==> src/rtl/pipeline_hazard_ctrl_if.sv <==
// Datapath-facing hazard inputs and pipeline-latch control outputs of pipeline_hazard_ctrl.
// ihit/dhit are completion strobes sampled every cycle; there is no valid/ready backpressure.
interface pipeline_hazard_ctrl_if;
    logic       ihit;
    logic       dhit;
    logic       dmem_req;
    logic       idex_mem_to_reg;
    logic [4:0] idex_rt;
    logic [4:0] ifid_rs;
    logic [4:0] ifid_rt;
    logic       branch_taken;
    logic       jump_taken;
    logic       halt_mem;

    logic       pc_en;
    logic       ifid_update;
    logic       idex_update;
    logic       exmem_update;
    logic       memwb_update;
    logic       ifid_flush;
    logic       idex_flush;
    logic       exmem_flush;
    logic       memwb_flush;

    // Controller side
    modport slave (
        input  ihit, dhit, dmem_req, idex_mem_to_reg, idex_rt, ifid_rs, ifid_rt,
               branch_taken, jump_taken, halt_mem,
        output pc_en, ifid_update, idex_update, exmem_update, memwb_update,
               ifid_flush, idex_flush, exmem_flush, memwb_flush
    );

    // Datapath side
    modport master (
        output ihit, dhit, dmem_req, idex_mem_to_reg, idex_rt, ifid_rs, ifid_rt,
               branch_taken, jump_taken, halt_mem,
        input  pc_en, ifid_update, idex_update, exmem_update, memwb_update,
               ifid_flush, idex_flush, exmem_flush, memwb_flush
    );
endinterface

==> src/rtl/pipeline_hazard_ctrl.sv <==
// Pipeline hazard controller: drives PC enable and update/flush of the four pipeline latches,
// tracks halt, and keeps saturating stall/flush performance counters.
module pipeline_hazard_ctrl #(
    parameter int CNT_W = 16
) (
    input  logic                 CLK,
    input  logic                 nRST,
    pipeline_hazard_ctrl_if.slave bus,
    input  logic                 clr_stats,
    output logic                 halted,
    output logic [CNT_W-1:0]     stall_cnt,
    output logic [CNT_W-1:0]     flush_cnt,
    output logic [1:0]           fsm_state
);

    typedef enum logic [1:0] {
        IDLE   = 2'd0,
        RUN    = 2'd1,
        DWAIT  = 2'd2,
        HALTED = 2'd3
    } state_t;

    localparam logic [CNT_W-1:0] CNT_ONE = {{(CNT_W-1){1'b0}}, 1'b1};
    localparam logic [CNT_W-1:0] CNT_MAX = {CNT_W{1'b1}};

    state_t state, state_next;
    logic   stall_inc, flush_inc;
    logic   load_use;

    assign load_use = bus.idex_mem_to_reg && (bus.idex_rt != 5'd0) &&
                      ((bus.idex_rt == bus.ifid_rs) || (bus.idex_rt == bus.ifid_rt));

    always_ff @(posedge CLK or negedge nRST) begin
        if (!nRST) state <= IDLE;
        else       state <= state_next;
    end

    always_comb begin
        state_next       = state;
        stall_inc        = 1'b0;
        flush_inc        = 1'b0;
        bus.pc_en        = 1'b0;
        bus.ifid_update  = 1'b0;
        bus.idex_update  = 1'b0;
        bus.exmem_update = 1'b0;
        bus.memwb_update = 1'b0;
        bus.ifid_flush   = 1'b0;
        bus.idex_flush   = 1'b0;
        bus.exmem_flush  = 1'b0;
        bus.memwb_flush  = 1'b0;
        case (state)
            IDLE: state_next = RUN;
            RUN, DWAIT: begin
                // Priority order: memory freeze, halt, redirect, load-use, fetch miss, advance.
                if (bus.dmem_req && !bus.dhit) begin
                    state_next = DWAIT;
                    stall_inc  = 1'b1;
                end else if (bus.halt_mem) begin
                    bus.ifid_flush   = 1'b1;
                    bus.idex_flush   = 1'b1;
                    bus.exmem_flush  = 1'b1;
                    bus.memwb_update = 1'b1;
                    state_next       = HALTED;
                end else if (bus.branch_taken || bus.jump_taken) begin
                    // Redirect squashes the wrong path, including any load-use it contained.
                    bus.ifid_flush   = 1'b1;
                    bus.idex_flush   = 1'b1;
                    bus.exmem_flush  = 1'b1;
                    bus.memwb_update = 1'b1;
                    bus.pc_en        = 1'b1;
                    flush_inc        = 1'b1;
                    stall_inc        = 1'b1;
                    state_next       = RUN;
                end else if (load_use) begin
                    bus.idex_flush   = 1'b1;
                    bus.exmem_update = 1'b1;
                    bus.memwb_update = 1'b1;
                    stall_inc        = 1'b1;
                    state_next       = RUN;
                end else if (!bus.ihit) begin
                    bus.ifid_flush   = 1'b1;
                    bus.idex_update  = 1'b1;
                    bus.exmem_update = 1'b1;
                    bus.memwb_update = 1'b1;
                    stall_inc        = 1'b1;
                    state_next       = RUN;
                end else begin
                    bus.pc_en        = 1'b1;
                    bus.ifid_update  = 1'b1;
                    bus.idex_update  = 1'b1;
                    bus.exmem_update = 1'b1;
                    bus.memwb_update = 1'b1;
                    state_next       = RUN;
                end
            end
            HALTED: state_next = HALTED;
            default: state_next = IDLE;
        endcase
    end

    assign halted    = (state == HALTED);
    assign fsm_state = state;

    // clr_stats wins over a same-cycle increment; counters stick at all-ones.
    always_ff @(posedge CLK or negedge nRST) begin
        if (!nRST) begin
            stall_cnt <= '0;
            flush_cnt <= '0;
        end else if (clr_stats) begin
            stall_cnt <= '0;
            flush_cnt <= '0;
        end else begin
            if (stall_inc && (stall_cnt != CNT_MAX)) stall_cnt <= stall_cnt + CNT_ONE;
            if (flush_inc && (flush_cnt != CNT_MAX)) flush_cnt <= flush_cnt + CNT_ONE;
        end
    end

endmodule

==> src/flat_wrapper.sv <==
// flat-port wrapper written by rule: the top's interface ports become plain ports
module pipeline_hazard_ctrl_flat 
#(
    parameter int CNT_W = 16
)
  (CLK, nRST, clr_stats, halted, stall_cnt, flush_cnt, fsm_state, bus_ihit, bus_dhit, bus_dmem_req, bus_idex_mem_to_reg, bus_idex_rt, bus_ifid_rs, bus_ifid_rt, bus_branch_taken, bus_jump_taken, bus_halt_mem, bus_pc_en, bus_ifid_update, bus_idex_update, bus_exmem_update, bus_memwb_update, bus_ifid_flush, bus_idex_flush, bus_exmem_flush, bus_memwb_flush);
  pipeline_hazard_ctrl_if bus_i ();
  input  logic CLK;
  input  logic nRST;
  input  logic clr_stats;
  output logic halted;
  output logic [CNT_W-1:0] stall_cnt;
  output logic [CNT_W-1:0] flush_cnt;
  output logic [1:0] fsm_state;
  input wire logic [$bits(bus_i.ihit)-1:0] bus_ihit;
  input wire logic [$bits(bus_i.dhit)-1:0] bus_dhit;
  input wire logic [$bits(bus_i.dmem_req)-1:0] bus_dmem_req;
  input wire logic [$bits(bus_i.idex_mem_to_reg)-1:0] bus_idex_mem_to_reg;
  input wire logic [$bits(bus_i.idex_rt)-1:0] bus_idex_rt;
  input wire logic [$bits(bus_i.ifid_rs)-1:0] bus_ifid_rs;
  input wire logic [$bits(bus_i.ifid_rt)-1:0] bus_ifid_rt;
  input wire logic [$bits(bus_i.branch_taken)-1:0] bus_branch_taken;
  input wire logic [$bits(bus_i.jump_taken)-1:0] bus_jump_taken;
  input wire logic [$bits(bus_i.halt_mem)-1:0] bus_halt_mem;
  output wire logic [$bits(bus_i.pc_en)-1:0] bus_pc_en;
  output wire logic [$bits(bus_i.ifid_update)-1:0] bus_ifid_update;
  output wire logic [$bits(bus_i.idex_update)-1:0] bus_idex_update;
  output wire logic [$bits(bus_i.exmem_update)-1:0] bus_exmem_update;
  output wire logic [$bits(bus_i.memwb_update)-1:0] bus_memwb_update;
  output wire logic [$bits(bus_i.ifid_flush)-1:0] bus_ifid_flush;
  output wire logic [$bits(bus_i.idex_flush)-1:0] bus_idex_flush;
  output wire logic [$bits(bus_i.exmem_flush)-1:0] bus_exmem_flush;
  output wire logic [$bits(bus_i.memwb_flush)-1:0] bus_memwb_flush;
  assign bus_i.ihit = bus_ihit;
  assign bus_i.dhit = bus_dhit;
  assign bus_i.dmem_req = bus_dmem_req;
  assign bus_i.idex_mem_to_reg = bus_idex_mem_to_reg;
  assign bus_i.idex_rt = bus_idex_rt;
  assign bus_i.ifid_rs = bus_ifid_rs;
  assign bus_i.ifid_rt = bus_ifid_rt;
  assign bus_i.branch_taken = bus_branch_taken;
  assign bus_i.jump_taken = bus_jump_taken;
  assign bus_i.halt_mem = bus_halt_mem;
  assign bus_pc_en = bus_i.pc_en;
  assign bus_ifid_update = bus_i.ifid_update;
  assign bus_idex_update = bus_i.idex_update;
  assign bus_exmem_update = bus_i.exmem_update;
  assign bus_memwb_update = bus_i.memwb_update;
  assign bus_ifid_flush = bus_i.ifid_flush;
  assign bus_idex_flush = bus_i.idex_flush;
  assign bus_exmem_flush = bus_i.exmem_flush;
  assign bus_memwb_flush = bus_i.memwb_flush;
  pipeline_hazard_ctrl #(.CNT_W(CNT_W)) u_core (.CLK(CLK), .nRST(nRST), .bus(bus_i), .clr_stats(clr_stats), .halted(halted), .stall_cnt(stall_cnt), .flush_cnt(flush_cnt), .fsm_state(fsm_state));
endmodule
==> config.mk <==
export PLATFORM = sky130hd
export DESIGN_NAME = pipeline_hazard_ctrl_flat
export DESIGN_NICKNAME = d
export VERILOG_FILES = /design/src/rtl/pipeline_hazard_ctrl_if.sv /design/src/rtl/pipeline_hazard_ctrl.sv /design/src/flat_wrapper.sv
export SDC_FILE = /design/constraint.sdc
export NUM_CORES = 1
export LEC_CHECK = 0
export CAP_MARGIN = 20
export CORE_MARGIN = 8
export CORE_UTILIZATION = 46
export DETAILED_ROUTE_END_ITERATION = 10
export GPL_ROUTABILITY_DRIVEN = 0
export PLACE_DENSITY = 0.8
export REMOVE_ABC_BUFFERS = 1
export SYNTH_ARGS = -nofsm -noshare
export SYNTH_HDL_FRONTEND = slang
export SYNTH_SLANG_ARGS = --single-unit
export TNS_END_PERCENT = 5
==> constraint.sdc <==
create_clock -name CLK -period 2.7 [get_ports CLK]
set_input_delay 0.675 -clock CLK [delete_from_list [all_inputs] [get_ports CLK]]
set_output_delay 0.675 -clock CLK [all_outputs]
set_load 0.02 [all_outputs]
# Word-level counts from Yosys, hierarchy flattened
# Index checks and enable logic that the tools add are counted.
[classes]
n_lt_le_gt_ge = 0
div_mod_pow = 0
n_reduce_logical = 13
multipliers = 0
addsub = 2
shift = 0
eq_ne = 7
mux = 51
n_bitwise = 0
[ops]
columns = ["operator", "n"]
rows = [
  ["two-way mux 16 bit", 4],
  ["two-way mux 1 bit", 44],
  ["adder 16 x 1 -> 16 bit, second input constant", 2],
  ["inequality test 16 bit, second input constant", 2],
  ["== test 5 bit", 2],
  ["one-hot mux 2 bit (3 select lines)", 1],
  ["logical AND 1 bit", 5],
  ["nonzero test 5 bit", 1],
  ["== test 2 bit, second input constant", 2],
  ["two-way mux 2 bit", 2],
  ["nonzero test 2 bit", 2],
  ["== test 2 x 1 -> 1 bit, second input constant", 1],
  ["logical NOT 2 bit", 1],
  ["logical OR 1 bit", 2],
  ["OR reduction 2 bit", 1],
  ["logical NOT 1 bit", 1],
]
[totals]
regBits = 34
ramBits = 0
n_memories = 0
mem_bits_ro = 0
input_bits = 25
out_inout_bits = 44
latch_bits = 0

# Depth between registers and ports, before layout
[depth]
depth_word = 11
ltp_mapped = 8
ltp_nobuf = 7

# Worst setup path before layout
# No wires, ideal clock.
[synth_path]
path_kind = "input to output"
from = "input bus_idex_rt[0]"
to = "output bus_pc_en"
path_slack_ns = -0.137
arrival_time_ns = 2.162
stages = 5
required_ns = 2.025
cell_sequence = "or4_1 > o21a_1 > nand2_1 > nand2_1 > a211oi_1"
[synth_via]
elab_chain_cells = 8
elab_cells_between_ends = 11
[synth_lines]
columns = ["item", "line", "rtl"]
rows = [
  ["from (decl)", "flat_wrapper.sv:19", "input wire logic [$bits(bus_i.idex_rt)-1:0] bus_idex_rt;"],
  ["== test 5 bit / nonzero test 5 bit (equally long branches)", "pipeline_hazard_ctrl.sv:31, pipeline_hazard_ctrl.sv:30", ""],
  ["logical OR 1 bit / logical AND 1 bit (equally long branches)", "pipeline_hazard_ctrl.sv:31, pipeline_hazard_ctrl.sv:30", ""],
  ["logical AND 1 bit (*)", "pipeline_hazard_ctrl.sv:30", "assign load_use = bus.idex_mem_to_reg && (bus.idex_rt != 5'd0) &&"],
  ["two-way mux 1 bit (*)", "pipeline_hazard_ctrl.sv:74", "end else if (load_use) begin"],
  ["two-way mux 1 bit (*)", "pipeline_hazard_ctrl.sv:64", "end else if (bus.branch_taken || bus.jump_taken) begin"],
  ["two-way mux 1 bit (*)", "pipeline_hazard_ctrl.sv:58", "end else if (bus.halt_mem) begin"],
  ["two-way mux 1 bit (*)", "pipeline_hazard_ctrl.sv:55", "if (bus.dmem_req && !bus.dhit) begin"],
  ["two-way mux 1 bit (*)", "pipeline_hazard_ctrl.sv:51", "case (state)"],
  ["to (decl)", "flat_wrapper.sv:25", "output wire logic [$bits(bus_i.pc_en)-1:0] bus_pc_en;"],
]
# Mark *: on every way between the ends. The rest lies on a longest branch, timed or not.

# Worst setup path in the final report
[layout_path]
from = "input bus_idex_rt[4]"
to = "output bus_pc_en"
# Same word-level chain as after synthesis.

==> metrics.md <==
| Metric | Value |
|---|---|
| Status | `completed` |
| Final HPWL DP | `4.456 mm` |
| Max_cap viols | `0` |
| Seq/Total Area, Yosys | `~41%` |
| Post-layout minimum cycle time | `2.696 ns` |
| CP max stage cell | `or4_1` |
| Area leader, netlist | `dfrtp_1` |
| Num CTS Buffers | `5` |
| Router iterations before antenna repair | `4` |
| Reg clk slew, reported paths | `0.07 ns` |
| Most used cell, CP | `nand2_2` |
| CTS tree | `built` |
| Leakage | `0.001271 uW` |
| Placed cells | `371` |
| WHS Path Cells | `2` |
| Yosys reg bits | `34` |
| Count of input and output buffers | `67` |
| Crit-path max FO | `3` |
| ANT cells | `0` |
| IO Pins | `between 60 and 70` |
| Pwr dens | `560.5 nW/um^2` |
| Starting Density | `47.83%` |
| Pin count of the biggest net entering global routing | `35` |
| R2R cell count | `6` |
| Post-Synthesis Cell Area | `2097 sq um` |
| CP cell instances | `buf_6 -> or4_1 -> o21a_1 -> nand2_2 -> nand2_2 -> a211oi_2 -> buf_4` |
| ANT nets after route | `0` |
| CTS root buf | `clkbuf_8` |
| Routed wire length | `5.866 mm` |
| Vias in the first global route | `2090` |
| Storage cell area | `850.8 sq um` |
| FILL cells | `approximately 360` |
| # hold bufs at CTS | `0` |
| Final period util | `99.85%` |
| Yosys warnings | `0` |
| Max-slew headroom | `between 50% and 60%` |
| Endpoints failing setup | `0` |
| Share of cells above drive strength 1 | `about 18%` |
| Critical Path Start | `bus_idex_rt[4]` |
| Layout Cells excl Fill | `380` |
| Worst-Margin Slew | `roughly 0.6 ns` |
| Final Net Count | `between 300 and 400` |
| Die Area | `6976 sq um` |
| Max-slew violations | `0` |
| Ys async rst share | `100.0%` |
| Critical path class | `input port to primary output` |
| Top FF cell, synth | `dfrtp_1` |
| Initial antenna violation count | `0` |
| Syn Area/Cell | `8.962 sq um` |
| CTS sink count | `34` |
| DR DRC count | `0` |
| Die Wd | `between 80 and 90 um` |
| Critical Path Start Type | `input port` |
| Multi-input logic area | `1200 sq um` |
| Num rows | `24` |
| CP arrival | `2.02 ns` |
| Cell variety after synth | `slightly above 40` |
| Total core area | `4384 sq um` |
| Post-synth EDFFs | `0` |
| Worst Skew | `0.003151 ns` |
| Wire per inst | `roughly 15 um` |
| Clock latency at the later pin of the worst-skew pair | `0.28 ns` |
| GRT Residual Overflow | `0` |
| Unrepaired setup endpoints after global routing | `yes` |
| Max IR drop VDD | `0.3382 mV` |
| Hold_sp | `u_core.flush_cnt[6]` |
| Nature of the critical path endpoint | `primary output` |
| Slowest stage delay, CP | `0.51 ns` |
| Syn-to-layout area delta | `47.79%` |
| Vias | `2110` |
| Via density | `around 5.6` |
| Setup TNS | `0 ns` |
| Final Hold Fails | `0` |
| CTS HTree Levels | `2` |
| GRT Total Usage | `16.50%` |
| Die H | `83.52 um` |
| Maximum clock rate | `around 0.37 GHz` |
| Top-area cell type share of the netlist area | `40.57%` |
| Detailed router's first-iteration violation count | `between 100 and 150` |
| Reg2reg start | `u_core.stall_cnt[11]` |
| Cells after Synth | `234` |
| Hold crit path type | `flop to flop` |
| Synth top area cells | `dfrtp_1 (41%), xnor2_1 (5.8%), nor2_1 (5.5%)` |
| First-pass GRT wire length | `9.853 mm` |
| Clock tree buffer depth | `2` |
| Data required, critical path | `2.03 ns` |
==> layer usage <==
| layer | wire, um | vias to the layer above | global-route usage [%] |
|---|---|---|---|
| met5 | 0 | - | 0 |
| li1 | - | 1020 | - |
| met3 | 396 | 5 | 4.199 |
| met2 | 2759 | 79 | 27.79 |
| met1 | 2657 | 1006 | 20.37 |
| met4 | 52 | 0 | 4.239 |
==> path summary, 6_finish.rpt <==
path                                             end  slack, ns
worst max-delay path                       bus_pc_en      0.004
worst min-delay path             u_core.flush_cnt[6]       0.57
worst min register to register   u_core.flush_cnt[6]       0.57
min in group asynchronous        u_core.fsm_state[1]       0.79
max in group asynchronous       u_core.flush_cnt[14]       1.60
worst max register to register   u_core.stall_cnt[9]       0.63
==> worst max-delay path: cells and delay by family <==
family / cells / cell delay [ns]
and+or+nand+nor: 3 / 0.66
buffers and inverters: 2 / 0.26
AOI/OAI and AO/OA: 2 / 0.43
==> kinds of logic (layout without fill, tap and decap cells) <==
kind of cell,after synthesis,after routing,share of synthesized area (%)
AOI/OAI and AO/OA,33,33,10.38
xor gates and xnor gates,25,25,10.44
adders and majority gates,4,4,2.387
buffers and inverters,14,108,3.401
DFF,34,34,40.57
muxes,6,6,3.162
other,1,1,0.1788
and+or+nand+nor,117,117,29.48
==> Yosys cell counts (all sizes together) (5+ instances only) <==
master,count
nor2,31
nand4,7
mux2,5
dfrtp,34
or4,9
xor2,11
inv,7
nand2,22
o31ai,7
nand3,19
nor4,5
a21oi,17
xnor2,14
==> final cells by class <==
cell class | count | share of cell area, %
multi-input cells | 186 | 38.72
flip-flops and latches | 34 | 27.45
repair buffers | 93 | 27.21
clock buffers | 5 | 2.220
well taps | 52 | 2.099
clock inverters | 3 | 1.453
inverters | 7 | 0.8478
==> placed cells by master (no fill, tap or decap), types with 4 or more instances in the layout <==
master and count:
a21oi_1 14, nor4_1 5, inv_1 7, nand3_1 18, xor2_1 11, ha_1 4, clkbuf_8 5, nor2_1 30
o21ai_0 4, or4_1 8, nor2b_1 4, nand4_1 7, nand2_1 19, mux2_1 4, or3_1 4, dfrtp_1 34
clkdlybuf4s50_1 53, buf_4 30, o31ai_1 7, xnor2_1 14
==> power breakdown <==
| group | switching [uW] | internal, uW |
|---|---|---|
| registers | 33.7 | 542 |
| logic | 385 | 309 |
| clock network | 193 | 274 |
==> sequential cells by signal (all words and copies together) (netlist names) <==
signal,flops
u_core.flush_cnt,16
u_core.stall_cnt,16
u_core.fsm_state,2
==> what timing repair did <==
action	4_1_cts	5_1_grt
pin swaps	4	7
resized for setup	36	18
setup endpoints to repair	8	6
buffers inserted	0	1
==> metrics by stage <==
step           util, %  hold WS (ns)  setup slack [ns]  total power, uW  instance area (sq um)
4_1_cts          70.06        0.5723           -0.1503             1730                   3072
5_1_grt          70.69        0.6031          -0.04597             1836                   3099
6_report         70.69        0.5665          0.004163             1737                   3099
3_3_place_gp     67.87        0.5452           -0.8341             1276                   2975
2_1_floorplan        -        0.3794           -0.1372            926.5                   2052
3_5_place_dp     67.87        0.5556           -0.8543             1292                   2975
Note: power is estimated with default switching activity, not from simulation.
